**src/rtl/stopwatch_ctrl.sv**
```systemverilog
// stopwatch_ctrl: conditions the run/stop and clear pushbuttons, sequences the
// IDLE/RUN/PAUSE/CLEAR state machine and produces the counter's tick enable and
// one-cycle clear strobe. Everything runs on clk; reset is synchronous, active-low.
// Define LAP_HOLD_EN to add the lap button and the display hold output.

// Per-button conditioning: 2-FF synchronizer, stability debounce, and a
// one-cycle pulse on each accepted 0->1 transition (none on release).
module stopwatch_btn_cond #(
    parameter int DEBOUNCE_CYC = 1_000_000
) (
    input  logic clk,
    input  logic rst,
    input  logic raw,
    output logic press
);
    localparam int CW = $clog2(DEBOUNCE_CYC) + 1;
    localparam logic [CW-1:0] DB_LAST = CW'(DEBOUNCE_CYC - 1);

    logic          sync1;
    logic          sync2;
    logic          level;
    logic          level_d;
    logic [CW-1:0] cnt;

    // The counter only advances while the synchronized input disagrees with the
    // accepted level; any return to agreement restarts the stability window.
    always_ff @(posedge clk) begin
        if (!rst) begin
            sync1   <= 1'b0;
            sync2   <= 1'b0;
            level   <= 1'b0;
            level_d <= 1'b0;
            press   <= 1'b0;
            cnt     <= '0;
        end else begin
            sync1   <= raw;
            sync2   <= sync1;
            level_d <= level;
            press   <= level & ~level_d;
            if (sync2 == level) begin
                cnt <= '0;
            end else if (cnt == DB_LAST) begin
                level <= sync2;
                cnt   <= '0;
            end else begin
                cnt <= cnt + CW'(1);
            end
        end
    end
endmodule

// State table:
//   state  | meaning
//   IDLE   | stopped, prescaler at 0, waiting for run or clear
//   RUN    | counting; prescaler advances and tick pulses every DIV cycles
//   PAUSE  | stopped, prescaler phase held for a seamless resume
//   CLEAR  | single-cycle state that drives the clr strobe, then IDLE
module stopwatch_ctrl #(
    parameter int CLK_HZ       = 100_000_000,
    parameter int TICK_HZ      = 10,
    parameter int DEBOUNCE_CYC = 1_000_000
) (
    input  logic       clk,
    input  logic       rst,
    input  logic       btn_run_stop,
    input  logic       btn_clear,
`ifdef LAP_HOLD_EN
    input  logic       btn_lap,
    output logic       hold,
`endif
    output logic       tick,
    output logic       clr,
    output logic       running,
    output logic [1:0] state
);
    localparam int DIV = CLK_HZ / TICK_HZ;
    localparam int PW  = $clog2(DIV);
    localparam logic [PW-1:0] DIV_LAST = PW'(DIV - 1);

    typedef enum logic [1:0] {
        S_IDLE  = 2'b00,
        S_RUN   = 2'b01,
        S_PAUSE = 2'b10,
        S_CLEAR = 2'b11
    } state_t;

    state_t        cur;
    state_t        nxt;
    logic          p_run;
    logic          p_clr;
    logic [PW-1:0] presc;
    logic          tick_nxt;
    logic          clr_nxt;
    logic          running_nxt;

    stopwatch_btn_cond #(.DEBOUNCE_CYC(DEBOUNCE_CYC)) u_cond_run (
        .clk   (clk),
        .rst   (rst),
        .raw   (btn_run_stop),
        .press (p_run)
    );

    stopwatch_btn_cond #(.DEBOUNCE_CYC(DEBOUNCE_CYC)) u_cond_clr (
        .clk   (clk),
        .rst   (rst),
        .raw   (btn_clear),
        .press (p_clr)
    );

    assign state = cur;

    // State register plus the registered outputs, so clr and running line up
    // exactly with the state they describe.
    always_ff @(posedge clk) begin
        if (!rst) begin
            cur     <= S_IDLE;
            tick    <= 1'b0;
            clr     <= 1'b0;
            running <= 1'b0;
        end else begin
            cur     <= nxt;
            tick    <= tick_nxt;
            clr     <= clr_nxt;
            running <= running_nxt;
        end
    end

    // Next-state decode; clear wins over run where both are honoured, and RUN
    // ignores clear entirely.
    always_comb begin
        nxt = cur;
        case (cur)
            S_IDLE: begin
                if (p_clr)      nxt = S_CLEAR;
                else if (p_run) nxt = S_RUN;
            end
            S_RUN: begin
                if (p_run) nxt = S_PAUSE;
            end
            S_PAUSE: begin
                if (p_clr)      nxt = S_CLEAR;
                else if (p_run) nxt = S_RUN;
            end
            default: nxt = S_IDLE;
        endcase
    end

    // Output decode; a tick due on the RUN->PAUSE edge is still issued because
    // it is qualified by the current state, not the next one.
    always_comb begin
        tick_nxt    = (cur == S_RUN) && (presc == DIV_LAST);
        clr_nxt     = (nxt == S_CLEAR);
        running_nxt = (nxt == S_RUN);
    end

    // Tick prescaler: free-runs in RUN, holds its phase in PAUSE, zero otherwise.
    always_ff @(posedge clk) begin
        if (!rst) begin
            presc <= '0;
        end else begin
            case (cur)
                S_RUN:   presc <= (presc == DIV_LAST) ? '0 : presc + PW'(1);
                S_PAUSE: presc <= presc;
                default: presc <= '0;
            endcase
        end
    end

`ifdef LAP_HOLD_EN
    logic p_lap;

    stopwatch_btn_cond #(.DEBOUNCE_CYC(DEBOUNCE_CYC)) u_cond_lap (
        .clk   (clk),
        .rst   (rst),
        .raw   (btn_lap),
        .press (p_lap)
    );

    // Lap toggles the display hold only while running; clearing releases it.
    always_ff @(posedge clk) begin
        if (!rst) begin
            hold <= 1'b0;
        end else if (nxt == S_CLEAR) begin
            hold <= 1'b0;
        end else if ((cur == S_RUN) && p_lap) begin
            hold <= ~hold;
        end
    end
`endif

endmodule

```
**config.mk**
```make
export PLATFORM = sky130hd
export DESIGN_NAME = stopwatch_ctrl
export DESIGN_NICKNAME = d
export VERILOG_FILES = /design/src/rtl/stopwatch_ctrl.sv
export SDC_FILE = /design/constraint.sdc
export NUM_CORES = 1
export LEC_CHECK = 0
export BUFFER_PORTS_ARGS = -buffer_cell sky130_fd_sc_hd__buf_2
export CAP_MARGIN = 5
export CORE_MARGIN = 2
export CORE_UTILIZATION = 55
export CTS_BUF_LIST = sky130_fd_sc_hd__clkbuf_8
export CTS_CLUSTER_DIAMETER = 120
export CTS_CLUSTER_SIZE = 14
export DETAILED_ROUTE_END_ITERATION = 8
export PLACE_DENSITY = 0.8
export REMOVE_ABC_BUFFERS = 1
export SYNTH_ARGS = -nofsm -noshare
export SYNTH_HDL_FRONTEND = slang
export SYNTH_SLANG_ARGS = --single-unit
```
**constraint.sdc**
```tcl
create_clock -name clk -period 2.6 [get_ports clk]
set_input_delay 0.26 -clock clk [delete_from_list [all_inputs] [get_ports clk]]
set_output_delay 0.26 -clock clk [all_outputs]
set_load 0.03 [all_outputs]
```
**Word-level counts from Yosys, hierarchy flattened**

Cells that the tools add are included.

- Register bits: 81
- Output and inout port bits: 5

- Eq/ne operators: 9
- Reductions and logical operators: 7
- Bitwise logic cells: 7
- Add/subtract/negate cells: 3
- Mux-type cells: 6

Operators by type and width:

| operator | count |
|---|---|
| $pmux W24 S2 | 1 |
| $add A21 B1 Y21 const B | 2 |
| $eq A21 B20 Y1 const B | 2 |
| $add A24 B1 Y24 const B | 1 |
| $eq A24 B24 Y1 const B | 1 |
| $mux W24 | 1 |
| $mux W2 | 3 |
| $reduce_or A3 Y1 | 2 |
| $not A1 Y1 | 5 |
| $eq A2 B1 Y1 const B | 2 |
| $eq A2 B2 Y1 const B | 2 |
| $pmux W2 S2 | 1 |
| $reduce_and A2 Y1 | 2 |
| $and A1 B1 Y1 | 2 |
| $eq A1 B1 Y1 | 2 |
| $logic_not A2 Y1 | 1 |
| $reduce_or A2 Y1 | 1 |
| $logic_and A1 B1 Y1 | 1 |

**Logic depth before layout (Yosys ltp)**

- Word-level depth: 4
- Mapped depth: 7
- Mapped depth without buffers: 6

**By module**

Synthesis repeated with hierarchy kept, for this count alone.

- Cell total of the unflattened synthesis: 448
- Area, all modules: 3817.4 um2

By module, submodules not included:

| module | area an instance (um2) | times used | cells each | seq. area each (um2) |
|---|---|---|---|---|
| stopwatch_ctrl | 1517.7 | 1 | 193 | 580.6 |
| stopwatch_btn_cond at u_cond_clr | 1152.4 | 1 | 125 | 520.5 |
| stopwatch_btn_cond at u_cond_run | 1147.4 | 1 | 130 | 520.5 |

**Worst setup path before layout**

No wires, ideal clock.

- Path kind: register to register
- Start: reg u_cond_clr.cnt[0]
- End: reg u_cond_clr.cnt[20]
- Slack: 0.693 ns
- Setup time: 0.115 ns
- Required time: 2.485 ns
- Buffers on the path: 1
- Cell stages (with the launch flop): 8
- Arrival: 1.793 ns
- Cell sequence: dfxtp_1 -> ha_1 -> nand4_2 -> or2_2 -> nor4_1 -> nand3b_1 -> buf_4 -> nor2_1

- Word-level cells in the longest chain between the ends: 2
- Elaborated cells between the ends (all ways): 3
- Those cells by class: 1 x add/sub; 1 x eq/ne; 1 x reduce/logical

RTL lines:

| what | line | source |
|---|---|---|
| start: declaration | 23 | `logic [CW-1:0] cnt;` |
| start signal: assignment | 46 | `cnt <= cnt + CW'(1);` |
| parallel branches: the longest is 2 deep, another holds $add A21 B1 Y21 | - |  |

Several ways; the timed one is not identified.
A chain may end at the register's enable or synchronous reset.

**Worst setup path in the final report**

- Start: reg u_cond_clr.cnt[0]
- End: reg u_cond_clr.cnt[18]

Same word-level chain as after synthesis.

==> impl_summary.log <==
INFO  metric vias_per_inst = 5.67
INFO  metric timing.max_cap.violations = 0
INFO  metric tritoncts_num_sinks = 81
INFO  metric ys.warnings.count = 0
INFO  metric totalPowerFinal = 2.22 mW
INFO  metric placedCellCount = 493
INFO  metric full_die_area = 7240 µm²
INFO  metric design.core.area = 6350 µm²
INFO  metric design_area = 3930 µm²
INFO  metric cts.path.max_buffers = 2
INFO  metric grt_pass1_vias = 2,692
INFO  metric static-leakage-power = 1.31 nW
INFO  metric ys_ff_latch = 81
INFO  metric final_antenna_net_count = 0
INFO  metric insertedDiodeCount = 0
INFO  metric hold_path.class = primary input to flop
INFO  metric worst_ep_arrival = 2340 ps
INFO  metric post_cts_resized = 0
INFO  metric post_dp_cell_area = 3710 µm²
INFO  metric nets = 434
INFO  metric clk_transition_reported_paths = 70 ps
INFO  metric cts_inserted_buffers = 9
INFO  metric crit_path_end_kind = flop
INFO  metric criticalPathCategory = flop to flop
INFO  metric worstPathCellList = ha_1, nand4_2, or2_2, nor4_1, nand3b_1, buf_4, nor2_1
INFO  metric initial_antenna_violation_count = 0
INFO  metric row_count = 29
INFO  metric cts_root_buf = sky130_fd_sc_hd__clkbuf_8
INFO  metric routabilityCongestion = 0.831
INFO  metric vertical_die_dimension = 85.1 µm
INFO  metric critical_path_required = 2830 ps
INFO  metric net-switching-power = 437 µW
INFO  metric crit_slowest_cell = sky130_fd_sc_hd__nor4_1
INFO  metric grt_start_max_net_pins = 22
INFO  metric worst_slew_pin_slew = 702 ps
INFO  metric postCtsSetupBuffers = 0
INFO  metric totalNegativeSetupSlack = 0 ps
INFO  metric h-tree-depth = 3
INFO  metric wire_per_inst = 13.0 µm
INFO  metric critical_path.top_delay_family = simple AND/OR/NAND/NOR gates
INFO  metric clock_skew = 6.89 ps
INFO  metric finalCriticalPeriod = 2110 ps
INFO  metric timing.final.crit_share = 0.812
INFO  metric synth_enable_flop_cells = 0
INFO  metric final_cells = 509
INFO  metric combinationalPowerShare = 0.009
INFO  metric global_route.usage.total = 0.198
INFO  metric io_pins = 9
INFO  metric via_count = 2,884
INFO  metric synth.distinct_cells = 43
INFO  metric grt_pass1_wl = 11,700 µm
INFO  metric final-max-slew-violation-count = 0
INFO  metric vdd.ir_drop.worst = 400 µV
INFO  metric syn2layout_area_growth = 8.51%
INFO  metric setup_ws = 489 ps
INFO  metric internal_power = 1.78 mW
INFO  metric syn_inst = 418
INFO  metric startpoint_type = flop
INFO  metric routed_wirelength = 6600 µm
INFO  metric placement.io_buffers = 8
INFO  metric critical_path.max_stage_delay = 390 ps
INFO  metric worst_hold_margin = 143 ps
INFO  metric postSynthAreaPerCell = 8.65 µm²
INFO  metric setup_viol = 0
INFO  metric drt_iter0_markers = 215
INFO  metric power.sequential.fraction = 0.561
INFO  metric first_pass_iters = 4
INFO  metric cp_max_fo = 21
INFO  metric setup_repair_after_global_routing_missed_its_margin = no
INFO  metric synth-seq-area-share = 0.448
INFO  metric floorplan.initialDensity = 0.570
INFO  metric finish.utilization = 0.618
INFO  metric globalRouteOverflowTotal = 0
INFO  metric route.detailed.drc = 0
INFO  metric clk_network_pwr_share = 0.430
INFO  metric tritoncts = yes
INFO  metric status = complete, no violations
INFO  metric hold_violations = 0
INFO  metric achievable_clock_frequency = 474 MHz
INFO  metric placement.setup.worst_slack = 483 ps
INFO  metric tightest_slew_margin_relative_to_the_limit = 0.532
INFO  metric layout-drive-gt1-share = 0.0810
INFO  metric floorplan.die.width = 85.1 µm
INFO  metric power.density_cell_area = 566 nW/µm²
INFO  metric clock_latency = 340 ps
INFO  metric worst_path_buf_inv = 1
INFO  metric power.switching_fraction = 0.197
INFO  metric post_syn_area = 3620 µm²
INFO  metric ys.flop_type = sky130_fd_sc_hd__dfxtp_1
INFO  metric holdBufCountCts = 0
INFO  metric synthArstFlopShare = 0
INFO  metric dp.final_hpwl = 4510 µm
-- cell type report --
cell class | instances | area (µm²)
fill | 528 | 2420
multi-input combinational | 315 | 1900
sequential | 81 | 1620
clock buffer | 9 | 124
tap | 77 | 96.3
clock inverter | 7 | 86.3
timing repair buffer | 12 | 70.1
inverter | 8 | 30.0
-- worst paths after layout --
kind | start | endpoint | slack (ps) | depth (start not counted)
hold / removal | btn_clear | u_cond_clr.sync1 | 140 | 2
hold reg to reg | u_cond_run.level_d | u_cond_run.press | 370 | 1
setup reg to reg | u_cond_clr.cnt[0] | u_cond_clr.cnt[18] | 490 | 7
setup / recovery | u_cond_clr.cnt[0] | u_cond_clr.cnt[18] | 490 | 7
-- power groups by stage --
stage	clock, mW	combinational (mW)	sequential (mW)
final	0.955	0.0205	1.25
after global routing	1.03	0.0230	1.25
after CTS	0.982	0.0210	1.25
after detailed placement	0	0.0208	1.27
after global placement	0	0.0201	1.27
after floorplan	0	0.00949	1.27
-- placed cells by master (no fill, tap or decap), types with 3 or more instances in the layout --
cell type / n
sky130_fd_sc_hd__buf_2: 8
sky130_fd_sc_hd__dfxtp_1: 81
sky130_fd_sc_hd__nor3_1: 7
sky130_fd_sc_hd__a31oi_1: 8
sky130_fd_sc_hd__xnor2_1: 19
sky130_fd_sc_hd__mux2i_1: 5
sky130_fd_sc_hd__xor2_1: 29
sky130_fd_sc_hd__and3_1: 11
sky130_fd_sc_hd__nor4_1: 7
sky130_fd_sc_hd__clkinv_2: 3
sky130_fd_sc_hd__and2_1: 10
sky130_fd_sc_hd__clkbuf_8: 9
sky130_fd_sc_hd__and4_1: 8
sky130_fd_sc_hd__buf_4: 4
sky130_fd_sc_hd__or2_2: 3
sky130_fd_sc_hd__nor2b_1: 10
sky130_fd_sc_hd__a21oi_1: 12
sky130_fd_sc_hd__nor2_1: 63
sky130_fd_sc_hd__inv_1: 9
sky130_fd_sc_hd__nor4b_1: 3
sky130_fd_sc_hd__ha_1: 3
sky130_fd_sc_hd__o21ai_0: 14
sky130_fd_sc_hd__nand3b_1: 3
sky130_fd_sc_hd__nand4_1: 21
sky130_fd_sc_hd__nand2_1: 34
sky130_fd_sc_hd__nand3_1: 25
sky130_fd_sc_hd__a21boi_0: 3
-- kinds of logic after synthesis --
logic type / after synthesis / share of synthesized area
AOI/OAI and AO/OA: 45 / 0.0737
and+or+nand+nor: 214 / 0.310
buffers and inverters: 22 / 0.0273
adders and majority gates: 3 / 0.0104
xor gates and xnor gates: 48 / 0.116
muxes: 5 / 0.0138
DFF: 81 / 0.448
-- state kept, by name (all words and copies together) (netlist names) --
register,cells
u_cond_run.sync2,1
tick,1
u_cond_run.level,1
u_cond_clr.press,1
running,1
u_cond_clr.cnt,21
clr,1
u_cond_clr.level_d,1
u_cond_run.level_d,1
u_cond_run.press,1
u_cond_clr.sync1,1
u_cond_clr.sync2,1
presc,24
u_cond_run.sync1,1
state,2
u_cond_run.cnt,21
u_cond_clr.level,1
-- synth_stat cells, types with 10 or more instances --
library cell / n / area [µm²]
sky130_fd_sc_hd__o21ai_0: 14 / 70.1
sky130_fd_sc_hd__and2_1: 10 / 62.6
sky130_fd_sc_hd__dfxtp_1: 81 / 1620
sky130_fd_sc_hd__a21oi_1: 12 / 60.1
sky130_fd_sc_hd__and3_1: 11 / 68.8
sky130_fd_sc_hd__nand2_1: 34 / 128
sky130_fd_sc_hd__xor2_1: 29 / 254
sky130_fd_sc_hd__nand4_1: 21 / 131
sky130_fd_sc_hd__nor2b_1: 10 / 62.6
sky130_fd_sc_hd__xnor2_1: 19 / 166
sky130_fd_sc_hd__nor2_1: 63 / 236
sky130_fd_sc_hd__nand3_1: 25 / 125
-- routing by layer --
metal	GRT usage	share of wire	routed length, µm	vias up
met5	0	0	0	-
met4	0.0851	0.020	129	0
met3	0.0477	0.039	260	13
met2	0.324	0.46	3060	59
met1	0.250	0.48	3150	1340
li1	-	-	-	1472
Power figures use the tool's default switching activity.
